### config.mk
export PLATFORM = sky130hd
export DESIGN_NAME = hazard_control_unit_mc_flat
export DESIGN_NICKNAME = d
export VERILOG_FILES = /design/src/rtl/hazard_control_unit_mc_if.sv /design/src/rtl/hazard_control_unit_mc.sv /design/src/flat_wrapper.sv
export SDC_FILE = /design/constraint.sdc
export NUM_CORES = 1
export LEC_CHECK = 0
export CAP_MARGIN = 5
export CORE_MARGIN = 2
export CORE_UTILIZATION = 34
export CTS_CLUSTER_SIZE = 10
export DETAILED_ROUTE_END_ITERATION = 10
export GPL_TIMING_DRIVEN = 0
export PLACE_DENSITY = 0.93
export SYNTH_ARGS = -nofsm -noshare
export SYNTH_HDL_FRONTEND = slang
export SYNTH_SLANG_ARGS = --single-unit
### constraint.sdc
create_clock -name CLK -period 2.1 [get_ports CLK]
set_input_delay 0.315 -clock CLK [delete_from_list [all_inputs] [get_ports CLK]]
set_output_delay 0.315 -clock CLK [all_outputs]
set_load 0.005 [all_outputs]
### src/rtl/hazard_control_unit_mc_if.sv
// Hazard-controller bundle: pipeline-side register/branch/multi-cycle inputs and control outputs.
// No latency of its own; it only carries the signals.
// No flow control; every signal is a level sampled each cycle.
interface hazard_control_unit_mc_if #(
  parameter int REG_AW = 5,
  parameter int LAT_W  = 6,
  parameter int PERF_W = 32
);
  logic [REG_AW-1:0] RS1_D, RS2_D;
  logic [REG_AW-1:0] RS1_E, RS2_E, RD_E;
  logic [REG_AW-1:0] RD_M, RD_W;
  logic              Result_Src_Sel_E;
  logic              REG_W_En_M, REG_W_En_W;
  logic              Branch_Taken_E, Predict_Taken_E;
  logic              MC_Start_E;
  logic [LAT_W-1:0]  MC_Lat_E;
  logic              Perf_Clr;
  logic [1:0]        FWD_SrcA, FWD_SrcB;
  logic              Stall_F, Stall_D, Stall_E, PC_En;
  logic              Flush_D, Flush_E, Bubble_M;
  logic              MC_Busy;
  logic [PERF_W-1:0] Stall_Cycles, Mispredicts;

  // Pipeline side: drives stage information, consumes the control decisions.
  modport master (
    output RS1_D, RS2_D, RS1_E, RS2_E, RD_E, RD_M, RD_W, Result_Src_Sel_E,
           REG_W_En_M, REG_W_En_W, Branch_Taken_E, Predict_Taken_E,
           MC_Start_E, MC_Lat_E, Perf_Clr,
    input  FWD_SrcA, FWD_SrcB, Stall_F, Stall_D, Stall_E, PC_En,
           Flush_D, Flush_E, Bubble_M, MC_Busy, Stall_Cycles, Mispredicts
  );

  // Hazard unit side.
  modport slave (
    input  RS1_D, RS2_D, RS1_E, RS2_E, RD_E, RD_M, RD_W, Result_Src_Sel_E,
           REG_W_En_M, REG_W_En_W, Branch_Taken_E, Predict_Taken_E,
           MC_Start_E, MC_Lat_E, Perf_Clr,
    output FWD_SrcA, FWD_SrcB, Stall_F, Stall_D, Stall_E, PC_En,
           Flush_D, Flush_E, Bubble_M, MC_Busy, Stall_Cycles, Mispredicts
  );
endinterface

### src/rtl/hazard_control_unit_mc.sv
// RV32i hazard control: forwarding selects, load-use stall, mispredict flush, multi-cycle execute hold.
// Zero-cycle combinational outputs from inputs + registered FSM state; MC_Busy and counters registered.
// Holds the front end via Stall_F/D/E while a multi-cycle op occupies E; optional counters under HAZARD_PERF_CNT_EN.
module hazard_control_unit_mc #(
  parameter int REG_AW = 5,
  parameter int LAT_W  = 6,
  parameter int PERF_W = 32
) (
  input logic                  CLK,
  input logic                  RST,
  hazard_control_unit_mc_if.slave bus
);

  localparam logic [1:0] FWD_NONE = 2'b00;
  localparam logic [1:0] FWD_WB   = 2'b01;
  localparam logic [1:0] FWD_MEM  = 2'b10;

  localparam logic [LAT_W-1:0] LAT_ONE = LAT_W'(1);
  localparam logic [LAT_W-1:0] LAT_TWO = LAT_W'(2);

  typedef enum logic [1:0] {S_IDLE, S_BUSY, S_RELEASE} state_t;

  state_t            r_state, w_state_nxt;
  logic [LAT_W-1:0]  r_cnt, w_cnt_nxt;
  logic              r_mc_busy;
  logic              w_mc_hold;
  logic              w_lu, w_mp;
  logic [1:0]        w_fwd_a, w_fwd_b;
  logic              w_stall_f, w_stall_d, w_stall_e;
  logic              w_flush_d, w_flush_e, w_bubble_m;

  // Forwarding: memory stage is younger, so it wins over writeback; x0 is never forwarded.
  always_comb begin
    w_fwd_a = FWD_NONE;
    w_fwd_b = FWD_NONE;
    if (bus.REG_W_En_M && (bus.RD_M != '0) && (bus.RS1_E == bus.RD_M))
      w_fwd_a = FWD_MEM;
    else if (bus.REG_W_En_W && (bus.RD_W != '0) && (bus.RS1_E == bus.RD_W))
      w_fwd_a = FWD_WB;
    if (bus.REG_W_En_M && (bus.RD_M != '0) && (bus.RS2_E == bus.RD_M))
      w_fwd_b = FWD_MEM;
    else if (bus.REG_W_En_W && (bus.RD_W != '0) && (bus.RS2_E == bus.RD_W))
      w_fwd_b = FWD_WB;
  end

  assign w_lu = bus.Result_Src_Sel_E && (bus.RD_E != '0) &&
                ((bus.RS1_D == bus.RD_E) || (bus.RS2_D == bus.RD_E));
  assign w_mp = bus.Branch_Taken_E != bus.Predict_Taken_E;

  // Multi-cycle occupancy: hold while the op still needs E, release on its final cycle.
  always_comb begin
    w_state_nxt = r_state;
    w_cnt_nxt   = r_cnt;
    w_mc_hold   = 1'b0;
    case (r_state)
      S_IDLE: begin
        if (bus.MC_Start_E && (bus.MC_Lat_E >= LAT_TWO)) begin
          w_mc_hold   = 1'b1;
          w_cnt_nxt   = bus.MC_Lat_E - LAT_TWO;
          w_state_nxt = (bus.MC_Lat_E == LAT_TWO) ? S_RELEASE : S_BUSY;
        end
      end
      S_BUSY: begin
        // BUSY is only entered with cnt >= 1, so this never wraps.
        w_mc_hold = 1'b1;
        w_cnt_nxt = r_cnt - LAT_ONE;
        if (r_cnt == LAT_ONE) w_state_nxt = S_RELEASE;
      end
      S_RELEASE: begin
        // MC_Start_E still belongs to the departing op here, so it is not looked at.
        w_state_nxt = S_IDLE;
      end
      default: w_state_nxt = S_IDLE;
    endcase
  end

  // FSM state, counter and busy flag registers.
  always_ff @(posedge CLK or posedge RST) begin
    if (RST) begin
      r_state   <= S_IDLE;
      r_cnt     <= '0;
      r_mc_busy <= 1'b0;
    end else begin
      r_state   <= w_state_nxt;
      r_cnt     <= w_cnt_nxt;
      r_mc_busy <= (w_state_nxt != S_IDLE);
    end
  end

  // Hazard priority: multi-cycle hold, then mispredict, then load-use.
  always_comb begin
    w_stall_f  = 1'b0;
    w_stall_d  = 1'b0;
    w_stall_e  = 1'b0;
    w_flush_d  = 1'b0;
    w_flush_e  = 1'b0;
    w_bubble_m = 1'b0;
    if (w_mc_hold) begin
      w_stall_f  = 1'b1;
      w_stall_d  = 1'b1;
      w_stall_e  = 1'b1;
      w_bubble_m = 1'b1;
    end else if (w_mp) begin
      w_flush_d = 1'b1;
      w_flush_e = 1'b1;
    end else if (w_lu) begin
      w_stall_f = 1'b1;
      w_stall_d = 1'b1;
      w_flush_e = 1'b1;
    end
  end

  assign bus.FWD_SrcA = w_fwd_a;
  assign bus.FWD_SrcB = w_fwd_b;
  assign bus.Stall_F  = w_stall_f;
  assign bus.Stall_D  = w_stall_d;
  assign bus.Stall_E  = w_stall_e;
  assign bus.PC_En    = ~w_stall_f;
  assign bus.Flush_D  = w_flush_d;
  assign bus.Flush_E  = w_flush_e;
  assign bus.Bubble_M = w_bubble_m;
  assign bus.MC_Busy  = r_mc_busy;

`ifdef HAZARD_PERF_CNT_EN
  localparam logic [PERF_W-1:0] PERF_ONE = PERF_W'(1);
  logic [PERF_W-1:0] r_stall_cycles, r_mispredicts;

  // Saturating hazard counters; clear takes priority over counting.
  always_ff @(posedge CLK or posedge RST) begin
    if (RST) begin
      r_stall_cycles <= '0;
      r_mispredicts  <= '0;
    end else if (bus.Perf_Clr) begin
      r_stall_cycles <= '0;
      r_mispredicts  <= '0;
    end else begin
      if (w_stall_d && (r_stall_cycles != '1))
        r_stall_cycles <= r_stall_cycles + PERF_ONE;
      if (w_mp && !w_mc_hold && (r_mispredicts != '1))
        r_mispredicts <= r_mispredicts + PERF_ONE;
    end
  end

  assign bus.Stall_Cycles = r_stall_cycles;
  assign bus.Mispredicts  = r_mispredicts;
`else
  logic w_unused_perf_clr;
  assign w_unused_perf_clr = bus.Perf_Clr;
  assign bus.Stall_Cycles  = '0;
  assign bus.Mispredicts   = '0;
`endif

endmodule

### src/flat_wrapper.sv
// flat-port wrapper written by rule: the top's interface ports become plain ports
module hazard_control_unit_mc_flat 
#(
  parameter int REG_AW = 5,
  parameter int LAT_W  = 6,
  parameter int PERF_W = 32
)
  (CLK, RST, bus_RS1_D, bus_RS2_D, bus_RS1_E, bus_RS2_E, bus_RD_E, bus_RD_M, bus_RD_W, bus_Result_Src_Sel_E, bus_REG_W_En_M, bus_REG_W_En_W, bus_Branch_Taken_E, bus_Predict_Taken_E, bus_MC_Start_E, bus_MC_Lat_E, bus_Perf_Clr, bus_FWD_SrcA, bus_FWD_SrcB, bus_Stall_F, bus_Stall_D, bus_Stall_E, bus_PC_En, bus_Flush_D, bus_Flush_E, bus_Bubble_M, bus_MC_Busy, bus_Stall_Cycles, bus_Mispredicts);
  hazard_control_unit_mc_if #(.REG_AW(REG_AW), .LAT_W(LAT_W), .PERF_W(PERF_W)) bus_i ();
  input logic CLK;
  input logic RST;
  input wire logic [$bits(bus_i.RS1_D)-1:0] bus_RS1_D;
  input wire logic [$bits(bus_i.RS2_D)-1:0] bus_RS2_D;
  input wire logic [$bits(bus_i.RS1_E)-1:0] bus_RS1_E;
  input wire logic [$bits(bus_i.RS2_E)-1:0] bus_RS2_E;
  input wire logic [$bits(bus_i.RD_E)-1:0] bus_RD_E;
  input wire logic [$bits(bus_i.RD_M)-1:0] bus_RD_M;
  input wire logic [$bits(bus_i.RD_W)-1:0] bus_RD_W;
  input wire logic [$bits(bus_i.Result_Src_Sel_E)-1:0] bus_Result_Src_Sel_E;
  input wire logic [$bits(bus_i.REG_W_En_M)-1:0] bus_REG_W_En_M;
  input wire logic [$bits(bus_i.REG_W_En_W)-1:0] bus_REG_W_En_W;
  input wire logic [$bits(bus_i.Branch_Taken_E)-1:0] bus_Branch_Taken_E;
  input wire logic [$bits(bus_i.Predict_Taken_E)-1:0] bus_Predict_Taken_E;
  input wire logic [$bits(bus_i.MC_Start_E)-1:0] bus_MC_Start_E;
  input wire logic [$bits(bus_i.MC_Lat_E)-1:0] bus_MC_Lat_E;
  input wire logic [$bits(bus_i.Perf_Clr)-1:0] bus_Perf_Clr;
  output wire logic [$bits(bus_i.FWD_SrcA)-1:0] bus_FWD_SrcA;
  output wire logic [$bits(bus_i.FWD_SrcB)-1:0] bus_FWD_SrcB;
  output wire logic [$bits(bus_i.Stall_F)-1:0] bus_Stall_F;
  output wire logic [$bits(bus_i.Stall_D)-1:0] bus_Stall_D;
  output wire logic [$bits(bus_i.Stall_E)-1:0] bus_Stall_E;
  output wire logic [$bits(bus_i.PC_En)-1:0] bus_PC_En;
  output wire logic [$bits(bus_i.Flush_D)-1:0] bus_Flush_D;
  output wire logic [$bits(bus_i.Flush_E)-1:0] bus_Flush_E;
  output wire logic [$bits(bus_i.Bubble_M)-1:0] bus_Bubble_M;
  output wire logic [$bits(bus_i.MC_Busy)-1:0] bus_MC_Busy;
  output wire logic [$bits(bus_i.Stall_Cycles)-1:0] bus_Stall_Cycles;
  output wire logic [$bits(bus_i.Mispredicts)-1:0] bus_Mispredicts;
  assign bus_i.RS1_D = bus_RS1_D;
  assign bus_i.RS2_D = bus_RS2_D;
  assign bus_i.RS1_E = bus_RS1_E;
  assign bus_i.RS2_E = bus_RS2_E;
  assign bus_i.RD_E = bus_RD_E;
  assign bus_i.RD_M = bus_RD_M;
  assign bus_i.RD_W = bus_RD_W;
  assign bus_i.Result_Src_Sel_E = bus_Result_Src_Sel_E;
  assign bus_i.REG_W_En_M = bus_REG_W_En_M;
  assign bus_i.REG_W_En_W = bus_REG_W_En_W;
  assign bus_i.Branch_Taken_E = bus_Branch_Taken_E;
  assign bus_i.Predict_Taken_E = bus_Predict_Taken_E;
  assign bus_i.MC_Start_E = bus_MC_Start_E;
  assign bus_i.MC_Lat_E = bus_MC_Lat_E;
  assign bus_i.Perf_Clr = bus_Perf_Clr;
  assign bus_FWD_SrcA = bus_i.FWD_SrcA;
  assign bus_FWD_SrcB = bus_i.FWD_SrcB;
  assign bus_Stall_F = bus_i.Stall_F;
  assign bus_Stall_D = bus_i.Stall_D;
  assign bus_Stall_E = bus_i.Stall_E;
  assign bus_PC_En = bus_i.PC_En;
  assign bus_Flush_D = bus_i.Flush_D;
  assign bus_Flush_E = bus_i.Flush_E;
  assign bus_Bubble_M = bus_i.Bubble_M;
  assign bus_MC_Busy = bus_i.MC_Busy;
  assign bus_Stall_Cycles = bus_i.Stall_Cycles;
  assign bus_Mispredicts = bus_i.Mispredicts;
  hazard_control_unit_mc #(.REG_AW(REG_AW), .LAT_W(LAT_W), .PERF_W(PERF_W)) u_core (.CLK(CLK), .RST(RST), .bus(bus_i));
endmodule
==> Word level (Yosys, flattened, before mapping) <==
Index checks and enable logic that the tools add are counted.
W data, S select, Z words.
{ "totals": {"latch_bits": 0, "mem_bits_ro": 0, "out_inout_bits": 76, "mem_count": 0, "reg_bits": 9, "ramBits": 0, "wordCells": 55} }
{ "op_classes": {"bitwise_logic": 1, "shifts": 0, "n_div": 0, "reduce_logical": 17, "mux": 20, "eq_ne": 11, "addsub": 2, "multipliers": 0, "order_cmp": 1} }
{ "ops": {"columns": ["op", "count"], "rows": [
  ["$eq A5 B5 Y1", 6],
  ["$reduce_bool A5 Y1", 3],
  ["$pmux W6 S2", 1],
  ["$mux W1", 11],
  ["$mux W2", 5],
  ["$logic_and A1 B1 Y1", 9],
  ["$eq A6 B1 Y1 const B", 1],
  ["$eq A6 B2 Y1 const B", 1],
  ["$ge A6 B2 Y1 const B", 1],
  ["$mux W6", 1],
  ["$sub A6 B1 Y6 const B", 1],
  ["$sub A6 B2 Y6 const B", 1],
  ["$pmux W2 S2", 1],
  ["$reduce_bool A2 Y1", 2],
  ["$eq A2 B1 Y1 const B", 1],
  ["$logic_not A2 Y1", 1],
  ["$ne A2 B1 Y1 const B", 1],
  ["$pmux W1 S2", 1],
  ["$reduce_and A2 Y1", 1],
  ["$logic_or A1 B1 Y1", 1],
  ["$ne A1 B1 Y1", 1],
  ["$not A1 Y1", 1]
]} }

==> Depth between registers and ports, before layout <==
Gate-level depths: netlist of run 1.
{ "logic_depth": {"ltp_word": 7, "depth_mapped": 6} }

==> Worst setup path after synthesis of run 1 <==
No wires, ideal clock.
{ "synth_timing": {"path_kind": "input port to output port", "from": "input port bus_MC_Lat_E[1]", "to": "output port bus_Flush_E", "n_path_buf": 0, "required_ps": 1785, "stages": 5, "slack_ps": 375, "arrival_time_ps": 1410, "cell_sequence": "or3_4 > o21a_4 > o21ai_4 > inv_2 > o31ai_2"} }
{ "synth_via": {"elab_chain_len": 5} }
{ "synth_lines": {"columns": ["element", "line", "source"], "rows": [
  ["start, declared", "flat_wrapper.sv:25", "input wire logic [$bits(bus_i.MC_Lat_E)-1:0] bus_MC_Lat_E;"],
  ["$ge A6 B2 Y1", "hazard_control_unit_mc.sv:57", "if (bus.MC_Start_E && (bus.MC_Lat_E >= LAT_TWO)) begin"],
  ["$logic_and A1 B1 Y1", "hazard_control_unit_mc.sv:57", null],
  ["$mux W1", "hazard_control_unit_mc.sv:57", null],
  ["$pmux W1 S2", "hazard_control_unit_mc.sv:55", "case (r_state)"],
  ["$mux W1", "hazard_control_unit_mc.sv:98", "if (w_mc_hold) begin"],
  ["end, declared", "flat_wrapper.sv:34", "output wire logic [$bits(bus_i.Flush_E)-1:0] bus_Flush_E;"]
]} }
No other way between the ends.

==> Final worst setup path of run 1 <==
{ "layout_timing": {"from": "input port bus_MC_Lat_E[2]", "to": "output port bus_Stall_F"} }
{ "layout_via": {"elab_chain_len": 5} }
{ "layout_lines": {"columns": ["element", "line", "source"], "rows": [
  ["$ge A6 B2 Y1", "hazard_control_unit_mc.sv:57", null],
  ["$logic_and A1 B1 Y1", "hazard_control_unit_mc.sv:57", null],
  ["$mux W1", "hazard_control_unit_mc.sv:57", null],
  ["$pmux W1 S2", "hazard_control_unit_mc.sv:55", null],
  ["$mux W1", "hazard_control_unit_mc.sv:98", null],
  ["end, declared", "flat_wrapper.sv:29", "output wire logic [$bits(bus_i.Stall_F)-1:0] bus_Stall_F;"]
]} }
No other way between the ends.

==> impl_metrics.yaml, run 1 <==
detailed_routing:
  vias: 1621
  drt_iter0_drc: 79
  viasPerCell: 4.210
  wl_per_cell_um: 11.49
  wirelength_mm: 4.423
  route.detailed.drc: 0
  route.antenna.remaining_nets: 0
  firstDrtPassIters: 4
power_and_ir_drop:
  p_sw_share_pct: 39.56
  p_per_area_mw_per_mm2: 530.3
  finalPower_uw: 1395
  power_frac_comb_pct: 62.2
  power_frac_seq_pct: 22.8
  peakVddDrop_mv: 0.2292
  switchingPower_uw: 552.0
  p_int_uw: 843.3
  pwr-share-clk_pct: 15.0
  p_leak_uw: 0.001375
cts:
  htreeDepth: 1
  clkTransAtPathRegs_ns: 0.05
  cts_made_buffers: 3
  ctsHoldBuffers: 0
  cts_tree: "done"
  root_buffer: "clkbuf_8"
  clk_latency_ns: 0.24
  clock-sinks: 9
  clock_path_buffers: 2
logic_synthesis:
  ys_top_cells_by_area: "buf_4, xor2_1, dfrtp_1"
  ys_seq_elements: 9
  synth_area_mm2: 0.001563
  synth_top_area_share_pct: 31.71
  synth.distinct_cells: 44
  synth_largest_area_cell: "buf_4"
  avgSynthCellArea_um2: 7.973
  synth_cells: 196
  yosysSeqAreaShare_pct: 14.41
  yosys_warnings: 0
placed_design:
  io_buffers: 60
  dp_hpwl_mm: 3.592
  place_congestion: 0.8582
flow_run:
  max_cap_viol_count: 0
die:
  io_pins: 126
  die_width_um: 71.80
  die_area_mm2: 0.005155
  core_area_mm2: 0.004384
  die_y_um: 71.80
  start_util_pct: 35.64
  rows: 24
setup_path:
  crit_type: "in -> out"
  path_cells: "clkdlybuf4s15_1 > or3_4 > o21a_4 > o21ai_4 > buf_6 > buf_6 > o31ai_2 > buf_4 > buf_2"
  crit_top_cell: "buf_6"
  reg2reg_slack_ns: 0.45
  end_kind: "output pin"
  slowest_delay_ns: 0.35
  cp_slowest_cell: "or3_4"
  path_max_fanout: 3
  crit_required_ns: 1.78
  startpoint_type: "input pin"
  critical_path.top_delay_family: "buffers and inverters"
  critical_path_arrival_ns: 1.77
  critPathBufInv: 5
layout:
  diodes: 0
  drive_gt1_share_pct: 35.44
  final_core_util_pct: 60.02
  nets: 387
  areaGrowthSynthToFinish_pct: 68.37
global_route:
  grt-ovfl-total: 0
  use_met1_pct: 14.87
  antenna_found_initial: 0
  grt_pass1_vias: 1524
  busiest_layer: "met2"
  grt_use_met2_pct: 32.72
  gr-usage-met3_pct: 3.376
  grt_pass1_wl_mm: 6.706
  grt_start_max_net_pins: 12
  grtUsageTotal_pct: 16.13
timing:
  fin_skew_ns: 0.006476
  clock.fmax_mhz: 480.7
  period_minus_slack_ns: 2.080
  period_share_pct: 99.06
  rsz0062_at_grt: "false"
  fin_tns_setup_ns: 0
  finalMaxSlewViolations: 0
  setup_violations: 0
  finalHoldViolCount: 0
min_path:
  min-delay-path-class: "in -> async"
status:
  status: "finished, final reports clean"
-- cells by family after synthesis --
kind of cell,share of synthesized area [%]
buffers and inverters,34.91
xor gates and xnor gates,18.49
AOI/OAI and AO/OA,13.85
other,0.2400
muxes,0.6405
and+or+nand+nor,15.05
DFF,14.41
adders and majority gates,2.402
-- worst register-to-register path, stage by stage (launching register included) --
cell	delay [ns]
dfrtp_1	0.32
buf_2	0.23
nand2b_2	0.18
or4_1	0.53
a31o_2	0.26
-- area by class of cell --
class / instances / area, µm²
fill: 386 / 1753
timing repair buffer: 71 / 606.8
multi-input combinational: 171 / 1147
inverter: 11 / 41.29
sequential: 9 / 225.2
clock buffer: 4 / 45.04
tap: 52 / 65.06
buffer: 67 / 500.5
-- stage by stage --
| stage | cells | setup WS, ns | hold slack [ns] | cell area [µm²] |
|---|---|---|---|---|
| global route | 385 | 0.000005773 | 0.3805 | 2631 |
| detailed placement | 371 | -0.7734 | 0.5043 | 2465 |
| global placement | 371 | -0.7419 | 0.4888 | 2465 |
| finish | 385 | 0.01980 | 0.3434 | 2631 |
| floorplan | 259 | 0.3748 | 0.1429 | 1799 |
| CTS | 382 | -0.04782 | 0.3583 | 2601 |
-- path summary, 6_finish.rpt --
check / startpoint / to / cells after the start
setup / recovery: bus_MC_Lat_E[2] / bus_Stall_F / 9
hold reg to reg: u_core.r_state[1] / u_core.r_state[0] / 1
setup reg to reg: u_core.r_state[0] / u_core.r_cnt[5] / 4
max in group asynchronous: RST / u_core.r_cnt[0] / 2
hold / removal: RST / u_core.r_cnt[3] / 2
min in group CLK: bus_MC_Lat_E[3] / u_core.r_cnt[3] / 4
-- placed cells by master, fill, tap and decap left out, types with 6 or more instances in the layout --
| cell type | n |
|---|---|
| dfrtp_1 | 9 |
| nor2_1 | 7 |
| inv_1 | 10 |
| nand2_1 | 6 |
| clkdlybuf4s50_1 | 24 |
| xnor2_1 | 7 |
| dlygate4sd2_1 | 23 |
| buf_2 | 9 |
| xor2_1 | 25 |
| conb_1 | 64 |
| buf_4 | 75 |
-- state kept, by name, summed over array words and instances (netlist names) --
signal and flops:
u_core.r_state 2, u_core.r_cnt 6, u_core.bus.MC_Busy 1
-- what timing repair did --
item / in CTS / in global routing
buffers inserted: 8 / 3
pin swaps: 13 / 6
gates resized for setup: 87 / 9
cloned: 0 / 0
endpoints found under the hold margin: 0 / 0
setup endpoints to repair: 11 / 4
-- layer usage --
metal	vias up	share of wire [%]	wire, µm
li1	808	-	-
met1	734	30	1335
met2	65	60	2638
met3	14	6.9	303
met4	0	3.3	145
met5	-	0	0
-- power by group through the flow --
stage | Sequential [µW] | Clock, µW | Combinational [µW]
after global routing | 330 | 225 | 951
after CTS | 318 | 209 | 846
after floorplan | 301 | 0 | 531
after detailed placement | 317 | 0 | 819
after global placement | 314 | 0 | 791
final | 319 | 209 | 868
-- synthesized netlist by cell type --
library cell   n
or3_1          1
or3_4          1
inv_2          1
nand2_1        6
nand4_1        1
mux2i_1        1
a22oi_1        2
and2_1         1
nand3_1        4
buf_2          1
inv_1         10
a21oi_1        4
nor3_1         2
or2_2          1
o211a_1        1
xnor2_1        7
nor3b_1        2
dfrtp_1        9
a22o_1         1
a221o_1        1
clkbuf_1       1
a31o_2         1
nand3b_1       1
o31ai_2        1
o21ai_1        2
a211oi_1       1
o21ai_0        6
o21ai_4        1
or4_1          6
o22ai_1        2
nor4_1         5
o31ai_1        2
o21ba_2        1
o31a_1         1
a31oi_1        1
conb_1         1
o21a_4         1
nor4b_1        1
xor2_1        26
nand2b_1       1
nor2b_1        1
nor2_1         7
buf_4         66
ha_1           3
Power figures use the tool's default switching activity.
==> run 2, diff against run 1 <==
--- a/config.mk
+++ b/config.mk
@@ -5,9 +5,10 @@
 export SDC_FILE = /design/constraint.sdc
 export NUM_CORES = 1
 export LEC_CHECK = 0
+export ABC_AREA = 1
 export CAP_MARGIN = 5
 export CORE_MARGIN = 2
-export CORE_UTILIZATION = 34
+export CORE_UTILIZATION = 35
 export CTS_CLUSTER_SIZE = 10
 export DETAILED_ROUTE_END_ITERATION = 10
 export GPL_TIMING_DRIVEN = 0
==> run 2 against run 1 <==
  * Die area rose by 3.0%
  * Combinational power rose by 21%
  * Synthesized cell count rose by 28%
  * Sequential power fell by 3%
  * Clock skew fell by 0.0010 ns
==> impl_metrics.yaml, run 2 <==
setup_path:
  crit_top_cell: "nand2_1"
  slowest_delay_ns: 0.48
  reg2reg_slack_ns: 0.81
  worstReg2RegStart: "u_core.r_cnt[0]"
  end_kind: "output pin"
  startpoint_type: "input pin"
  path_max_fanout: 2
  crit_required_ns: 1.78
  critical_path_arrival_ns: 1.67
  cp_slowest_cell: "clkdlybuf4s50_1"
  path_cells: "clkdlybuf4s50_1 > inv_1 > nand2_1 > nand2_1 > nor2_1 > nand3_1 > nand2_2 > buf_4 > nand2_1 > nand2_1 > nand2_1 > dlygate4sd2_1"
  critPathLaunch: "bus_RS2_D[1]"
  critical_path.top_delay_family: "buffers and inverters"
  crit_type: "in -> out"
  critPathBufInv: 4
timing:
  setup_slack_ns: 0.1127
  period_minus_slack_ns: 1.987
  rsz0062_at_grt: "false"
  finalHoldViolCount: 0
  fin_skew_ns: 0.005468
  setup_violations: 0
  timing.hold.ws_ns: 0.3492
  clock.fmax_mhz: 503.2
  finalMaxSlewViolations: 0
  fin_tns_setup_ns: 0
  period_share_pct: 94.63
cts:
  clkTransAtPathRegs_ns: 0.05
  clock_path_buffers: 2
  clock-sinks: 9
  cts_tree: "done"
  cts_made_buffers: 3
  clk_latency_ns: 0.24
  root_buffer: "clkbuf_8"
  htreeDepth: 1
power_and_ir_drop:
  p_per_area_mw_per_mm2: 589.8
  finalPower_uw: 1566
  peakVddDrop_mv: 0.3091
  p_leak_uw: 0.001619
detailed_routing:
  vias: 1722
  route.detailed.drc: 0
  route.antenna.remaining_nets: 0
  drt_iter0_drc: 61
  wl_per_cell_um: 9.216
  viasPerCell: 3.959
  wirelength_mm: 4.009
  firstDrtPassIters: 4
logic_synthesis:
  synth_cells: 250
  synth_ff_type: "dfrtp_1"
  synth.most_common_cell: "buf_4"
  synth_largest_area_cell: "buf_4"
  synth.distinct_cells: 24
  ys_top_cells_by_count: "buf_4, nand2_1, inv_1, nor2_1, xnor2_1"
  ys_top_cells_by_area: "buf_4, dfrtp_1, nand2_1"
  async_flop_share_pct: 100.0
  yosys_warnings: 0
  yosysSeqAreaShare_pct: 13.56
  avgSynthCellArea_um2: 6.641
  synth_top_area_share_pct: 29.84
  synth_enable_flop_cells: 0
  ys_seq_elements: 9
  synth_area_mm2: 0.001660
die:
  io_pins: 126
  rows: 25
  die_y_um: 72.88
  start_util_pct: 35.62
  core_area_mm2: 0.004661
  die_area_mm2: 0.005311
  die_width_um: 72.88
layout:
  nets: 435
  layout_commonest_cell: "buf_4"
  diodes: 0
  drive_gt1_share_pct: 24.15
  final_cell_mix: "buf_4, conb_1, nand2_1"
  top_register: "u_core.r_cnt"
  largest_reg_flops: 6
  areaGrowthSynthToFinish_pct: 59.91
  fillCellCount: 459
global_route:
  antenna_found_initial: 0
  grt-ovfl-total: 0
  grt_pass1_wl_mm: 6.396
  grtUsageTotal_pct: 15.13
  grt_pass1_vias: 1563
  grt_start_max_net_pins: 11
status:
  status: "finished, final reports clean"
placed_design:
  place_congestion: 0.8841
  io_buffers: 60
  place_ws_ns: -0.3170
  dp_hpwl_mm: 3.488
min_path:
  min-delay-path-class: "in -> async"
flow_run:
  max_cap_viol_count: 0
==> run 2: cell count changes after synthesis, moves of 4 or more <==
| cell | previous run | this run |
|---|---|---|
| inv_1 | 10 | 33 |
| nor4_1 | 5 | 0 |
| nor2_1 | 7 | 21 |
| a21oi_1 | 4 | 0 |
| xor2_1 | 26 | 11 |
| or4_1 | 6 | 0 |
| nand4_1 | 1 | 6 |
| xnor2_1 | 7 | 16 |
| nand2_1 | 6 | 51 |
==> run 2: layer usage <==
layer | track usage [%] | routed length (µm)
met1 | 15.37 | 1454
met2 | 30.00 | 2095
met3 | 4.006 | 382
met4 | 3.909 | 76
met5 | 0 | 0
==> run 2: cell families after synthesis <==
kind of cell / count (synthesis) / share of synthesized area, %
flops: 9 / 13.56
buf+inv: 100 / 37.98
compound gates: 15 / 6.105
simple gates: 95 / 25.62
xor+xnor: 27 / 14.24
fa+ha+maj: 3 / 2.261
other cells: 1 / 0.2259
==> run 2: metrics by stage <==
stage	instance area, µm²	cells	utilization (%)
4_1_cts	2623	435	56.27
6_report	2655	435	56.97
3_5_place_dp	2565	427	55.03
3_3_place_gp	2565	427	55.03
5_1_grt	2655	435	56.97
2_1_floorplan	1897	313	-
==> run 2: timing repair <==
item	4_1_cts	5_1_grt
endpoints found under the setup margin	11	5
pin swaps	13	9
hold endpoints to repair	0	0
buffers inserted	4	0
hold buffers	0	0
gates resized for setup	43	11
==> run 2: worst paths after layout <==
| path | end | cells after the start |
|---|---|---|
| setup / recovery | bus_PC_En | 12 |
| min in group CLK | u_core.r_state[1] | 3 |
| hold / removal | u_core.r_cnt[5] | 2 |
| setup reg to reg | u_core.r_cnt[2] | 8 |
| hold reg to reg | u_core.r_cnt[3] | 2 |
| max in group asynchronous | u_core.r_cnt[0] | 2 |
==> run 2: cell type report <==
| class | count | area (µm²) | area share (%) |
|---|---|---|---|
| plain buffers | 67 | 510.5 | 19.23 |
| clock buffers | 4 | 45.04 | 1.697 |
| inverters | 33 | 123.9 | 4.665 |
| multi-input cells | 204 | 1072 | 40.39 |
| flip-flops and latches | 9 | 225.2 | 8.483 |
| well taps | 54 | 67.56 | 2.545 |
| repair buffers | 64 | 610.6 | 23.00 |
==> run 2: power breakdown <==
group          switching, µW  internal (µW)
combinational            536            518
sequential              49.8            258
clock                   71.8            133
total                    657            908
